--- src/rtl/store_write_buffer_if.sv ---
// Memory-side store bus between the write buffer and the memory port.
// The buffer is the master; memory answers with a non-zero acceptance tag.
interface store_write_buffer_if #(
  parameter int XLEN = 32
);
  logic [1:0]      proc2mem_command;
  logic [XLEN-1:0] proc2mem_addr;
  logic [63:0]     proc2mem_data;
  logic [1:0]      proc2mem_size;
  logic [3:0]      mem2proc_response;

  modport master (
    output proc2mem_command,
    output proc2mem_addr,
    output proc2mem_data,
    output proc2mem_size,
    input  mem2proc_response
  );

  modport slave (
    input  proc2mem_command,
    input  proc2mem_addr,
    input  proc2mem_data,
    input  proc2mem_size,
    output mem2proc_response
  );
endinterface

--- src/rtl/store_write_buffer.sv ---
// Retired-store FIFO: compacts up to N_WAY stores per cycle and drains
// them in order to memory, one per accepted response.
module store_write_buffer #(
  parameter int N_WAY = 2,
  parameter int DEPTH = 8,
  parameter int XLEN  = 32
) (
  input  logic                        clock,
  input  logic                        reset,
  input  logic [N_WAY-1:0]            st_valid,
  input  logic [N_WAY-1:0][XLEN-1:0]  st_addr,
  input  logic [N_WAY-1:0][63:0]      st_data,
  input  logic [N_WAY-1:0][1:0]       st_size,
  input  logic [XLEN-1:0]             ld_check_addr,
  store_write_buffer_if.master        bus,
  output logic [$clog2(DEPTH):0]      free_slots,
  output logic                        empty,
  output logic                        ld_conflict,
  output logic                        overflow
);
  localparam int PW = $clog2(DEPTH);
  localparam int CW = PW + 1;

  typedef enum logic {IDLE, REQ} state_t;

  state_t state, state_n;

  logic [XLEN-1:0] addr_q [DEPTH];
  logic [63:0]     data_q [DEPTH];
  logic [1:0]      size_q [DEPTH];
  logic [DEPTH-1:0] vld;

  logic [PW-1:0] head, tail;
  logic [CW-1:0] count, count_n, enq_n;

  logic [N_WAY-1:0]          lane_we;
  logic [N_WAY-1:0][PW-1:0]  lane_slot;
  logic                      ovf_set;
  logic                      pop;

  assign free_slots = CW'(DEPTH) - count;
  assign empty      = (count == '0);
  assign count_n    = count + enq_n - CW'(pop);

  // Capacity uses the registered count, so a same-cycle pop frees nothing yet.
  always_comb begin
    enq_n     = '0;
    ovf_set   = 1'b0;
    lane_we   = '0;
    lane_slot = '0;
    for (int i = 0; i < N_WAY; i++) begin
      if (st_valid[i]) begin
        if (enq_n < free_slots) begin
          lane_we[i]   = 1'b1;
          lane_slot[i] = tail + enq_n[PW-1:0];
          enq_n        = enq_n + CW'(1);
        end else begin
          ovf_set = 1'b1;
        end
      end
    end
  end

  always_comb begin
    state_n               = state;
    pop                   = 1'b0;
    bus.proc2mem_command  = 2'd0;
    bus.proc2mem_addr     = '0;
    bus.proc2mem_data     = '0;
    bus.proc2mem_size     = '0;
    unique case (state)
      IDLE: begin
        if (count != '0) state_n = REQ;
      end
      REQ: begin
        bus.proc2mem_command = 2'd2;
        bus.proc2mem_addr    = addr_q[head];
        bus.proc2mem_data    = data_q[head];
        bus.proc2mem_size    = size_q[head];
        if (bus.mem2proc_response != 4'd0) begin
          pop = 1'b1;
          if ((count + enq_n) == CW'(1)) state_n = IDLE;
        end
      end
    endcase
  end

  always_ff @(posedge clock) begin
    if (reset) state <= IDLE;
    else       state <= state_n;
  end

  always_ff @(posedge clock) begin
    if (reset) begin
      head     <= '0;
      tail     <= '0;
      count    <= '0;
      overflow <= 1'b0;
      vld      <= '0;
    end else begin
      count <= count_n;
      tail  <= tail + enq_n[PW-1:0];
      if (pop) begin
        head      <= head + PW'(1);
        vld[head] <= 1'b0;
      end
      for (int i = 0; i < N_WAY; i++) begin
        if (lane_we[i]) vld[lane_slot[i]] <= 1'b1;
      end
      if (ovf_set) overflow <= 1'b1;
    end
  end

  always_ff @(posedge clock) begin
    for (int i = 0; i < N_WAY; i++) begin
      if (lane_we[i]) begin
        addr_q[lane_slot[i]] <= st_addr[i];
        data_q[lane_slot[i]] <= st_data[i];
        size_q[lane_slot[i]] <= st_size[i];
      end
    end
  end

  // Doubleword-granular match against held entries only.
  always_comb begin
    ld_conflict = 1'b0;
    for (int j = 0; j < DEPTH; j++) begin
      if (vld[j] && (addr_q[j][XLEN-1:3] == ld_check_addr[XLEN-1:3]))
        ld_conflict = 1'b1;
    end
  end
endmodule

--- src/flat_wrapper.sv ---
// flat-port wrapper written by rule: the top's interface ports become plain ports
module store_write_buffer_flat 
#(
  parameter int N_WAY = 2,
  parameter int DEPTH = 8,
  parameter int XLEN  = 32
)
  (clock, reset, st_valid, st_addr, st_data, st_size, ld_check_addr, free_slots, empty, ld_conflict, overflow, bus_proc2mem_command, bus_proc2mem_addr, bus_proc2mem_data, bus_proc2mem_size, bus_mem2proc_response);
  store_write_buffer_if #(.XLEN(XLEN)) bus_i ();
  input  logic clock;
  input  logic reset;
  input  logic [N_WAY-1:0] st_valid;
  input  logic [N_WAY-1:0][XLEN-1:0] st_addr;
  input  logic [N_WAY-1:0][63:0] st_data;
  input  logic [N_WAY-1:0][1:0] st_size;
  input  logic [XLEN-1:0] ld_check_addr;
  output logic [$clog2(DEPTH):0] free_slots;
  output logic empty;
  output logic ld_conflict;
  output logic overflow;
  output wire logic [$bits(bus_i.proc2mem_command)-1:0] bus_proc2mem_command;
  output wire logic [$bits(bus_i.proc2mem_addr)-1:0] bus_proc2mem_addr;
  output wire logic [$bits(bus_i.proc2mem_data)-1:0] bus_proc2mem_data;
  output wire logic [$bits(bus_i.proc2mem_size)-1:0] bus_proc2mem_size;
  input wire logic [$bits(bus_i.mem2proc_response)-1:0] bus_mem2proc_response;
  assign bus_proc2mem_command = bus_i.proc2mem_command;
  assign bus_proc2mem_addr = bus_i.proc2mem_addr;
  assign bus_proc2mem_data = bus_i.proc2mem_data;
  assign bus_proc2mem_size = bus_i.proc2mem_size;
  assign bus_i.mem2proc_response = bus_mem2proc_response;
  store_write_buffer #(.N_WAY(N_WAY), .DEPTH(DEPTH), .XLEN(XLEN)) u_core (.clock(clock), .reset(reset), .st_valid(st_valid), .st_addr(st_addr), .st_data(st_data), .st_size(st_size), .ld_check_addr(ld_check_addr), .bus(bus_i), .free_slots(free_slots), .empty(empty), .ld_conflict(ld_conflict), .overflow(overflow));
endmodule
--- config.mk ---
export PLATFORM = sky130hd
export DESIGN_NAME = store_write_buffer_flat
export DESIGN_NICKNAME = d
export VERILOG_FILES = /design/src/rtl/store_write_buffer_if.sv /design/src/rtl/store_write_buffer.sv /design/src/flat_wrapper.sv
export SDC_FILE = /design/constraint.sdc
export NUM_CORES = 1
export LEC_CHECK = 0
export CORE_UTILIZATION = 55
export DETAILED_ROUTE_END_ITERATION = 10
export GPL_TIMING_DRIVEN = 0
export PLACE_DENSITY = 0.73
export SYNTH_ARGS = -nofsm -noshare
export SYNTH_HDL_FRONTEND = slang
export SYNTH_SLANG_ARGS = --single-unit
--- constraint.sdc ---
create_clock -name clock -period 17.9 [get_ports clock]
set_clock_uncertainty 0.05 [all_clocks]
set_input_delay 3.58 -clock clock [delete_from_list [all_inputs] [get_ports clock]]
set_output_delay 3.58 -clock clock [all_outputs]
set_load 0.02 [all_outputs]
# After elaboration in Yosys (flattened, before gate mapping)
# Memories as Yosys holds them, arrays and structs flattened. A register that Yosys moved wholly into a read port is not among the register bits.
# Index checks and enable logic that the tools add are counted.
# word_totals
elab_cells,107
inputBits,236
ff_bits,20
mem_bits_rw,784
memories,3
out_inout_bits,107
# classes
bitwise_logic,5
n_eq_ne,9
reduce_logical,14
addsub,7
muxes,55
magnitude_cmp,8
# mem_list
name,words,width,rd,rd_ports_with_merged_regs,wr,line,text
u_core.data_q,8,64,1,1,2,store_write_buffer.sv:29,logic [63:0] data_q [DEPTH];
u_core.addr_q,8,32,9,1,2,store_write_buffer.sv:28,logic [XLEN-1:0] addr_q [DEPTH];
u_core.size_q,8,2,1,1,2,store_write_buffer.sv:30,logic [1:0] size_q [DEPTH];
# op_table
op,count
$eq A29 B29 Y1,8
$mux W64,1
$mux W8,5
$mux W32,1
$mux W3,10
$mux W1,29
$or A8 B8 Y8,2
$lt A3 B4 Y1 const B,3
$mux W4,3
$logic_and A1 B1 Y1,11
$demux W1 S3,3
$ge A3 B1 Y1 const B,3
$and A8 B8 Y8,1
$not A8 Y8,1
$reduce_bool A4 Y1,2
$add A3 B3 Y3,2
$add A4 B1 Y4 const B,1
$add A4 B4 Y4,1
$eq A4 B1 Y1 const B,1
$logic_not A4 Y1,1
$lt A1 B4 Y1 const A,1
$lt A4 B4 Y1,1
$mux W2,2
$sub A4 B1 Y4,1
other kinds (4),4

# Longest topological paths before layout
# Gate-level depths: netlist of the first run.
# depth
depth_word,13
depth_mapped,16
depth_no_buf,16

# Worst setup path before layout of the first run
# No wires, ideal clock.
# synth_timing
path_kind,input-to-reg
startpoint,input st_valid[0]
endpoint,"memory u_core.addr_q[0][0], enable pin"
path_slack_ns,5.869
required_ns,17.150
cell_stages,4
path_buffers,0
arrival_ns,11.281
setup_ns,0.700
path_cell_list,inv_1 -> a21oi_1 -> nand2_1 -> o31ai_1
# synth_rtl
item,line,text
start: declaration,flat_wrapper.sv:12,input logic [N_WAY-1:0] st_valid;
end: declaration,store_write_buffer.sv:28,

# Worst setup path in the final report of the first run
# layout_timing
startpoint,input ld_check_addr[5]
endpoint,output ld_conflict
# layout_between
elab_chain_len,10
elab_cells_between_ends,24
classes_between,eq/ne: 8; mux: 8; reduce/logical: 8
# layout_lines
item,line,text
start: declaration,flat_wrapper.sv:16,input logic [XLEN-1:0] ld_check_addr;
$eq A29 B29 Y1,store_write_buffer.sv:128,if (vld[j] && (addr_q[j][XLEN-1:3] == ld_check_addr[XLEN-1:3]))
$logic_and A1 B1 Y1,store_write_buffer.sv:128,
$mux W1 (7 in a row),store_write_buffer.sv:128,
$mux W1 *,store_write_buffer.sv:128,
end: declaration,flat_wrapper.sv:19,output logic ld_conflict;
# Every way passes the cells marked *; elsewhere a longest branch is shown, timed or not.

==> reports/results.txt, run 1 <==
layout cells sized above 1 - 40.92%
hold crit path type - flop to flop
# Post-CTS Setup Buffers - 0
Crit path top cell by count - nor4_1
Crit. End Element - primary output
Wirelength per Cell - 33.02 microns
Fin. Hold Viols - 0
# rows - 103
gp weighted congestion - 0.9918
area added between synthesis and finish - 19.47%
Max-Slew Margin vs Limit - 15.15%
io pins - 343
via count - 26.87k
root buf cell - clkbuf_16
top-area cell type share of the netlist area - 53.07%
Design Power - 8141 uW
setup TNS - 0 ns
Net Switching - 2771 uW
final setup fails - 0
FFs w/ async S/R, synth - 0%
cts hold-fix bufs - 0
CP max FO - 8
CP Class - input port to primary output
Max stage delay on crit path - 0.73 ns
Tcrit/Tclk final - 58.59%
Comb power frac - 42.0%
main flop type after synthesis - edfxtp_1
number of DRC markers in iteration 0 - 2,985
register area share after synthesis - 54.11%
LEAKAGE - 0.01814 uW
drt total wl - 139.3 mm
clock latency on the worst-skew pair - 0.66 ns
Post-Syn Area - 44,360 sq um
Worst path depth - 8
CTS buffer count - 88
die area - 81,800 sq um
ANT nets after route - 0
fillers - 5,502
initial antenna violation count - 29
FF+latch count, synth - 807
Die Span Y - 286 microns
CTS tree - yes
Reg power frac - 34.8%
Buf/Inv on CP - 2
Core ar. - 79,390 sq um
Post-synth EDFFs - 784
vias in the first global route - 27.46k
die width - 286 microns
Synth Net Count - 2,879
post-cts sizing count - 0
minimum clock period - 10.49 ns
cell area power density - 153.6 nW/um^2
worst-case reg-to-reg path depth - 17
outcome - finished, final reports clean
Slowest-stage cell, CP - nor4_1
pin count of the biggest net entering global routing - 22
internal power - 5370 uW
Mapped Cells - 2,630
cell taking the most area after synthesis - edfxtp_1
Synth cell types - 49
WHS Path Cells - 2
CP Launch Type - input port
Area contributors post-synth - edfxtp_1 53%, mux2_2 15%, mux4_2 10%, mux2_4 6.6%, xor2_1 2.5%
All-Layer GR Usage - 33.80%
Initial DRT Pass Iterations - 6
commonest non-fill, non-tap cell in the layout - edfxtp_1
Warnings, synthesis - 0
GR Overflow Total - 0
Starting Density - 55.88%
HPWL after DPL - 97.43 mm
Clock Power Share - 23.2%
Vias/cell - 6.370
fmax - 0.09536 GHz
WP data arrival - 6.86 ns
Peak VDD IR - 0.09453 mV
IO Port Bufs - 309
Max-Cap Viols - 0
most frequent cells in the layout - 784 x edfxtp_1, 589 x mux2_2, 309 x clkdlybuf4s50_1, 196 x mux2_4, 196 x mux4_2
Max Slew Vio Count - 0
first-pass GRT wire length - 196.3 mm
cell chain of the critical path - clkbuf_1, xor2_1, nor4_1, nand3_1, nor4_1, a311oi_1, nand4_1, clkdlybuf4s50_1
Longest Clk Path Bufs - 3
syn_area_per_cell - 16.87 sq um
worst slew pin tran - 1.273 ns
Clock transition at path regs - 0.06 ns
CTS H-tree depth - 3
# DRC - 0
Total Nets Final - 3,330
Num Clock Sinks - 807
Core Util, Final - 66.76%
critical path required time - 14.27 ns
switching part of the total power - 34.04%
crit-path leading delay family - simple AND/OR/NAND/NOR gates
RSZ-0062 raised after global routing - false
## kinds of logic after synthesis
logic type	count (synthesis)	synth area share, %
flip-flops	807	54.11
XOR/XNOR	231	4.561
other	1	0.008453
buffers and inverters	213	3.179
AND/OR/NAND/NOR	244	3.323
adder cells (fa/ha/maj)	13	0.4005
multiplexers	1079	33.75
AO/OA/AOI/OAI	42	0.6741
## path summary, 6_finish.rpt
check / start / slack, ns / to
worst min-delay path: u_core.vld[7] / 0.49 / u_core.vld[7]
worst max register to register: u_core.count[0] / 13.16 / u_core.data_q[6][17]
worst max-delay path: ld_check_addr[5] / 7.41 / ld_conflict
worst min register to register: u_core.vld[7] / 0.49 / u_core.vld[7]
## cells in the mapped netlist, drive strengths merged (5+ instances only)
library cell,number
nand4,32
inv,21
buf,123
nand3b,14
nand3,10
mux2,785
nand2,12
dfxtp,23
o221ai,10
a21oi,8
mux4,196
ha,11
mux2i,98
clkbuf,69
nor4,37
nor3,5
nor2,18
edfxtp,784
xor2,128
xnor2,103
o21ai,7
nor2b,101
## per-stage QoR
step / area [sq um] / hold WS [ns] / cells / setup WS [ns]
3_5_place_dp: 50010 / 0.4680 / 4041 / 7.572
6_report: 53000 / 0.4911 / 4218 / 7.413
5_1_grt: 52990 / 0.5034 / 4213 / 7.448
3_3_place_gp: 48770 / 0.4523 / 3989 / -4.526
4_1_cts: 52950 / 0.4860 / 4200 / 7.565
2_1_floorplan: 44360 / 0.4160 / 2630 / 5.869
## per-layer routing
metal	up-vias	routed length (microns)	track usage [%]	part of all wire, %
met4	28	4486	11.83	3.2
met5	-	172	0	0.12
met2	1305	68990	56.08	50
met3	270	12390	7.552	8.9
met1	13960	53250	43.80	38
li1	11310	-	-	-
## power groups by stage
stage               clock network (uW)  logic [uW]  registers, uW
global placement                     0        3130           3190
finish                            1890        3420           2830
CTS                               1900        3420           2830
global route                      1970        3550           2860
floorplan                            0        2030           2950
detailed placement                   0        3400           2870
## final cells by class
type / instances / area, sq um / area share, %
inverter: 21 / 78.83 / 0.1487
sequential: 807 / 24000 / 45.29
clock buffer: 102 / 2286 / 4.313
clock inverter: 57 / 659.4 / 1.244
tap: 1050 / 1314 / 2.479
multi-input combinational: 1610 / 19040 / 35.93
antenna: 18 / 45.04 / 0.08499
timing repair buffer: 361 / 4237 / 7.994
buffer: 192 / 1333 / 2.514
## registers in the layout (all words and copies together), names as in the netlist, named ones only
name / count
u_core.vld: 8
u_core.data_q: 512
u_core.state: 1
u_core.size_q: 16
u_core.count: 4
u_core.tail: 3
u_core.overflow: 1
u_core.addr_q: 256
u_core.head: 3
## worst register-to-register path: cells and delay by family, from the launching register on
family | cells | cell delay [ns]
AO/OA/AOI/OAI | 4 | 1.03
buffers and inverters | 7 | 1.65
XOR/XNOR | 1 | 0.26
adder cells (fa/ha/maj) | 3 | 0.66
AND/OR/NAND/NOR | 2 | 0.35
flip-flops | 1 | 0.45
(Power assumes the default switching activity.)
==> inputs of run 2 (changes only) <==
--- a/config.mk
+++ b/config.mk
@@ -5,10 +5,10 @@
 export SDC_FILE = /design/constraint.sdc
 export NUM_CORES = 1
 export LEC_CHECK = 0
-export CORE_UTILIZATION = 55
+export CORE_UTILIZATION = 54
 export DETAILED_ROUTE_END_ITERATION = 10
 export GPL_TIMING_DRIVEN = 0
-export PLACE_DENSITY = 0.73
+export PLACE_DENSITY = 0.75
 export SYNTH_ARGS = -nofsm -noshare
 export SYNTH_HDL_FRONTEND = slang
 export SYNTH_SLANG_ARGS = --single-unit
==> constraint.sdc (replaced) <==
create_clock -name clock -period 8.6 [get_ports clock]
set_clock_uncertainty 0.05 [all_clocks]
set_input_delay 1.72 -clock clock [delete_from_list [all_inputs] [get_ports clock]]
set_output_delay 1.72 -clock clock [all_outputs]
set_load 0.02 [all_outputs]
==> run 2 against run 1 <==
  * Worst hold slack lost 0.0017 ns
  * Register-to-register slack lost 9.4 ns
  * Via count up 0.33%
  * Critical path depth fell by 1
  * Die area increased by 1.8%
  * Sequential share of layout area rose by 0.29 points
  * Utilization decreased by 1.7 points
  * Global-route usage fell by 0.87 points
  * Count of clock-buffer cells in the layout rose by 15
  * Clock power increased by 93%
  * Flip-flop and latch count unchanged
  * Critical path type is now flop to primary output
  * Largest cell class unchanged
  * Highest routed layer unchanged
==> reports/results.txt, run 2 (same netlist as run 1, synthesis figures left out) <==
ANT nets after route - 0 (unchanged)
WHS Path Cells - 2 (unchanged)
drt total wl - 138.0 mm (was 139.3 mm)
Vias/cell - 6.384 (was 6.370)
# Post-CTS Setup Buffers - 0 (unchanged)
Total Nets Final - 3,326 (was 3,330)
# DRC - 0 (unchanged)
Crit path top cell by count - clkbuf_1 (was nor4_1)
root buf cell - clkbuf_16 (unchanged)
LEAKAGE - 0.01795 uW (was 0.01814 uW)
number of DRC markers in iteration 0 - 3,090 (was 2,985)
area added between synthesis and finish - 18.71% (was 19.47%)
via count - 26.96k (was 26.87k)
IO Port Bufs - 309 (unchanged)
# rows - 104 (was 103)
All-Layer GR Usage - 32.93% (was 33.80%)
slack of the critical path - 2.006 ns (was 7.413 ns)
Crit. End Element - primary output (unchanged)
cell area power density - 315.0 nW/um^2 (was 153.6 nW/um^2)
outcome - finished, final reports clean (unchanged)
die area - 83,300 sq um (was 81,800 sq um)
Core ar. - 80,940 sq um (was 79,390 sq um)
Design Power - 16,590 uW (was 8141 uW)
hold crit path type - flop to flop (unchanged)
Slowest-stage cell, CP - clkbuf_1 (was nor4_1)
minimum clock period - 6.594 ns
CP Class - flop to primary output (was input port to primary output)
CTS tree - yes (unchanged)
cts hold-fix bufs - 0 (unchanged)
fmax - 0.1517 GHz
GR Overflow Total - 0 (unchanged)
initial antenna violation count - 39 (was 29)
CTS H-tree depth - 3 (unchanged)
CTS buffer count - 87 (was 88)
Max-Cap Viols - 0 (unchanged)
io pins - 343 (unchanged)
critical path required time - 6.83 ns (was 14.27 ns)
most frequent cells in the layout - 784 x edfxtp_1, 589 x mux2_2, 309 x clkdlybuf4s50_1, 196 x mux2_4, 196 x mux4_2 (unchanged)
final setup fails - 0 (unchanged)
post-cts sizing count - 0 (unchanged)
fillers - 5,760 (was 5,502)
HPWL after DPL - 97.71 mm (was 97.43 mm)
post-placement setup slack - 2.353 ns (was 7.572 ns)
layout cells sized above 1 - 40.24% (was 40.92%)
Clock transition at path regs - 0.06 ns (about the same)
CP max FO - 10 (was 8)
Starting Density - 54.81% (was 55.88%)
vias in the first global route - 27.36k (was 27.46k)
CP Launch Type - flop (was input port)
Longest Clk Path Bufs - 3 (unchanged)
worst slew pin tran - 1.345 ns (was 1.273 ns)
clock latency on the worst-skew pair - 0.64 ns (was 0.66 ns)
Peak VDD IR - 0.2259 mV (was 0.09453 mV)
Fin. Hold Viols - 0 (unchanged)
Initial DRT Pass Iterations - 5 (was 6)
pin count of the biggest net entering global routing - 22 (unchanged)
die width - 288.6 microns (was 286 microns)
Die Span Y - 288.6 microns (was 286 microns)
worst-case reg-to-reg path depth - 18 (was 17)
Max Slew Vio Count - 0 (unchanged)
first-pass GRT wire length - 193.8 mm (was 196.3 mm)
max reg flops - 512 (unchanged)
Tcrit/Tclk final - 76.67%
Wirelength per Cell - 32.68 microns (was 33.02 microns)
WP data arrival - 4.82 ns (was 6.86 ns)
RSZ-0062 raised after global routing - false (unchanged)
Max-Slew Margin vs Limit - 10.34% (was 15.15%)
commonest non-fill, non-tap cell in the layout - edfxtp_1 (unchanged)
gp weighted congestion - 0.9979 (was 0.9918)
Num Clock Sinks - 807 (unchanged)
Max stage delay on crit path - 0.88 ns (was 0.73 ns)
cell chain of the critical path - clkbuf_1, clkbuf_1, clkbuf_1, mux4_2, mux2i_1, nor2b_1, clkdlybuf4s50_1 (was clkbuf_1, xor2_1, nor4_1, nand3_1, nor4_1, a311oi_1, nand4_1, clkdlybuf4s50_1)
## run 2: through the flow
step           cell area (sq um)  TNS (ns)  cells  hold slack [ns]  utilization (%)
6_report                   52660         0   4223           0.4894            65.07
5_1_grt                    52650         0   4216           0.5187            65.04
4_1_cts                    52610         0   4201           0.4758            65.00
3_5_place_dp               49920         0   4048           0.4614            61.68
3_3_place_gp               48790  -7026.37   3999           0.4497            60.28
2_1_floorplan              44370   -744.12   2630           0.4160                -
## run 2: worst paths after layout
check                                             end             from  slack (ns)
worst max-delay path            bus_proc2mem_addr[29]             flop        2.01
worst min-delay path                    u_core.vld[6]    u_core.vld[6]        0.49
worst max register to register   u_core.data_q[5][11]  u_core.count[0]        3.78
worst min register to register          u_core.vld[6]    u_core.vld[6]        0.49
## run 2: area by class of cell
class	count	area [sq um]	share of cell area, %
Tap cell	1060	1326	2.518
Clock buffer	117	2342	4.448
Antenna cell	22	55.05	0.1045
Buffer	192	1333	2.530
Multi-Input combinational cell	1610	19040	36.16
Clock inverter	36	345.3	0.6557
Sequential cell	807	24000	45.58
Timing Repair Buffer	358	4136	7.855
Inverter	21	78.83	0.1497
## run 2: where the power goes
group          switching (uW)  internal, uW
registers                 342          5560
logic                    3750          3300
clock network            1580          2060
## run 2: metal layers
layer  up-vias  GRT usage, %  share of wire (%)
met5         -             0               0.17
met4        36         15.54                4.7
met3       314         6.998                8.9
met2      1341         54.02                 49
met1     13940         41.88                 37
li1      11330             -                  -
## run 2: worst max-delay path, delay by kind of cell (launching register included)
family        cells  cell delay (ns)
buf+inv           4             2.93
simple gates      1             0.50
mux               2             0.44
flops             1             0.31
==> inputs of run 3 (changes only) <==
==> constraint.sdc (replaced) <==
create_clock -name clock -period 5.7 [get_ports clock]
set_clock_uncertainty 0.05 [all_clocks]
set_input_delay 1.14 -clock clock [delete_from_list [all_inputs] [get_ports clock]]
set_output_delay 1.14 -clock clock [all_outputs]
set_load 0.02 [all_outputs]
==> run 3 against run 2 <==
  * The flow now finishes with violations (negative setup slack)
  * Die area is the same
  * Largest cell class unchanged
  * Sequential share of layout area shrank 0.17 points
  * Combinational power up 53%
  * Critical endpoint is now bus_proc2mem_size[1]
  * Worst hold slack gained 0.013 ns
  * Worst setup slack lost 2.0 ns
  * Design area up 0.38%
==> reports/results.txt, run 3 (same netlist as run 1, synthesis figures left out) <==
die width - 288.6 microns (unchanged)
clock latency on the worst-skew pair - 0.65 ns (was 0.64 ns)
Longest Clk Path Bufs - 3 (unchanged)
fillers - 5,666 (was 5,760)
gp weighted congestion - 1.006 (was 0.9979)
commonest non-fill, non-tap cell in the layout - edfxtp_1 (unchanged)
Wirelength per Cell - 32.54 microns (was 32.68 microns)
critical path required time - 4.51 ns (was 6.83 ns)
post-placement setup slack - 0.3163 ns (was 2.353 ns)
Initial DRT Pass Iterations - 6 (was 5)
cell area power density - 479.2 nW/um^2 (was 315.0 nW/um^2)
HPWL after DPL - 97.32 mm (was 97.71 mm)
Hold WS - 0.5027 ns (was 0.4894 ns)
CTS H-tree depth - 3 (unchanged)
Total Nets Final - 3,327 (was 3,326)
worst-case reg-to-reg path depth - 18 (unchanged)
max reg flops - 512 (unchanged)
die area - 83,300 sq um (unchanged)
All-Layer GR Usage - 32.91% (was 32.93%)
Clock transition at path regs - 0.06 ns (about the same)
# DRC - 0 (unchanged)
min-delay src - u_core.overflow (was u_core.vld[6])
io pins - 343 (unchanged)
Worst Hold Endpoint - u_core.overflow (was u_core.vld[6])
slack of the critical path - -0.02783 ns (was 2.006 ns)
# rows - 104 (unchanged)
layout cells sized above 1 - 40.78% (was 40.24%)
Max Slew Vio Count - 0 (unchanged)
area of the multi-input gates - 19,040 sq um (unchanged)
cts hold-fix bufs - 0 (unchanged)
number of DRC markers in iteration 0 - 3,151 (was 3,090)
via count - 26.95k (was 26.96k)
drt total wl - 137.5 mm (was 138.0 mm)
RSZ-0062 raised after global routing - false (unchanged)
CP max FO - 10 (unchanged)
CP Launch Type - flop (unchanged)
most frequent cells in the layout - 784 x edfxtp_1, 589 x mux2_2, 309 x clkdlybuf4s50_1, 196 x mux2_4, 196 x mux4_2 (unchanged)
Starting Density - 54.81% (unchanged)
IO Port Bufs - 309 (unchanged)
worst slew pin tran - 1.283 ns (was 1.345 ns)
Core ar. - 80,940 sq um (unchanged)
CP Class - flop to primary output (unchanged)
Num Clock Sinks - 807 (unchanged)
Design Power - 25,330 uW (was 16,590 uW)
Core Util, Final - 65.31% (was 65.07%)
Tcrit/Tclk final - 100.5%
storage element area - 24,000 sq um (unchanged)
outcome - finished with violations (was finished, final reports clean)
first-pass GRT wire length - 193.7 mm (was 193.8 mm)
ANT nets after route - 0 (unchanged)
area added between synthesis and finish - 19.16% (was 18.71%)
Max-Slew Margin vs Limit - 14.45% (was 10.34%)
Fin. Hold Viols - 0 (unchanged)
root buf cell - clkbuf_16 (unchanged)
pin count of the biggest net entering global routing - 22 (unchanged)
hold crit path type - flop to flop (unchanged)
WP data arrival - 4.54 ns (was 4.82 ns)
Peak VDD IR - 0.2753 mV (was 0.2259 mV)
Crit. End Element - primary output (unchanged)
minimum clock period - 5.728 ns
Max-Cap Viols - 0 (unchanged)
LEAKAGE - 0.01805 uW (was 0.01795 uW)
CTS buffer count - 87 (unchanged)
final setup fails - 1 (was 0)
reg2reg start - u_core.count[0] (unchanged)
vias in the first global route - 27.33k (was 27.36k)
Vias/cell - 6.376 (was 6.384)
initial antenna violation count - 43 (was 39)
R2R Path End - u_core.data_q[1][9] (was u_core.data_q[5][11])
fmax - 0.1746 GHz
failing checks - negative setup slack
Die Span Y - 288.6 microns (unchanged)
CTS tree - yes (unchanged)
GR Overflow Total - 0 (unchanged)
Worst R2R Setup Slack - 0.67 ns (was 3.78 ns)
WHS Path Cells - 2 (unchanged)
[run 3: layer usage]
| metal | global-route usage, % | wire length (microns) | vias to the layer above |
|---|---|---|---|
| li1 | - | - | 11330 |
| met4 | 15.54 | 6819 | 36 |
| met5 | 0 | 237 | - |
| met2 | 54.09 | 67070 | 1381 |
| met1 | 42.03 | 51510 | 13870 |
| met3 | 6.556 | 11890 | 335 |
[run 3: worst max path at each step]
| stage | to | slack, ns |
|---|---|---|
| floorplan | u_core.addr_q[3][0] | -0.94 |
| global route | bus_proc2mem_size[0] | 0.03 |
| detailed placement | u_core.data_q[1][9] | 0.32 |
| CTS | bus_proc2mem_size[0] | 0.04 |
| global placement | u_core.data_q[3][34] | -7.33 |
| finish | bus_proc2mem_size[1] | -0.03 |
[run 3: area by class of cell]
| class | count | area share [%] |
|---|---|---|
| repair buffers | 360 | 8.000 |
| diodes | 26 | 0.1231 |
| clock buffers | 113 | 4.481 |
| well taps | 1060 | 2.509 |
| flip-flops and latches | 807 | 45.41 |
| inverters | 21 | 0.1491 |
| multi-input cells | 1610 | 36.02 |
| clock inverters | 39 | 0.7716 |
| plain buffers | 191 | 2.535 |
[run 3: worst max-delay path: stages (launching register included)]
cell,delay [ns]
dfxtp_1,0.32
clkbuf_1,0.57
clkbuf_2,0.54
buf_1,0.74
mux4_2,0.38
mux2i_1,0.07
nor2b_1,0.51
clkdlybuf4s50_1,0.72
[run 3: timing repair]
| action | 4_1_cts | 5_1_grt |
|---|---|---|
| setup buffers | 0 | 0 |
| resized for setup | 5 | 0 |
| hold endpoints to repair | 0 | 0 |
| setup endpoints to repair | 48 | 0 |
[run 3: power by group]
part           switching, uW  internal (uW)  total, uW
registers                530           8380       8910
clock network           2390           3280       5670
logic                   5680           5070      10800
total                   8600          16700      25300
[run 3: through the flow]
stage / instances / cell area (sq um) / setup TNS (ns)
6_report: 4227 / 52860 / -0.02783
3_5_place_dp: 4050 / 50010 / 0
2_1_floorplan: 2630 / 44370 / -715.66
3_3_place_gp: 3999 / 48790 / -5479.24
4_1_cts: 4201 / 52800 / 0
5_1_grt: 4220 / 52840 / 0
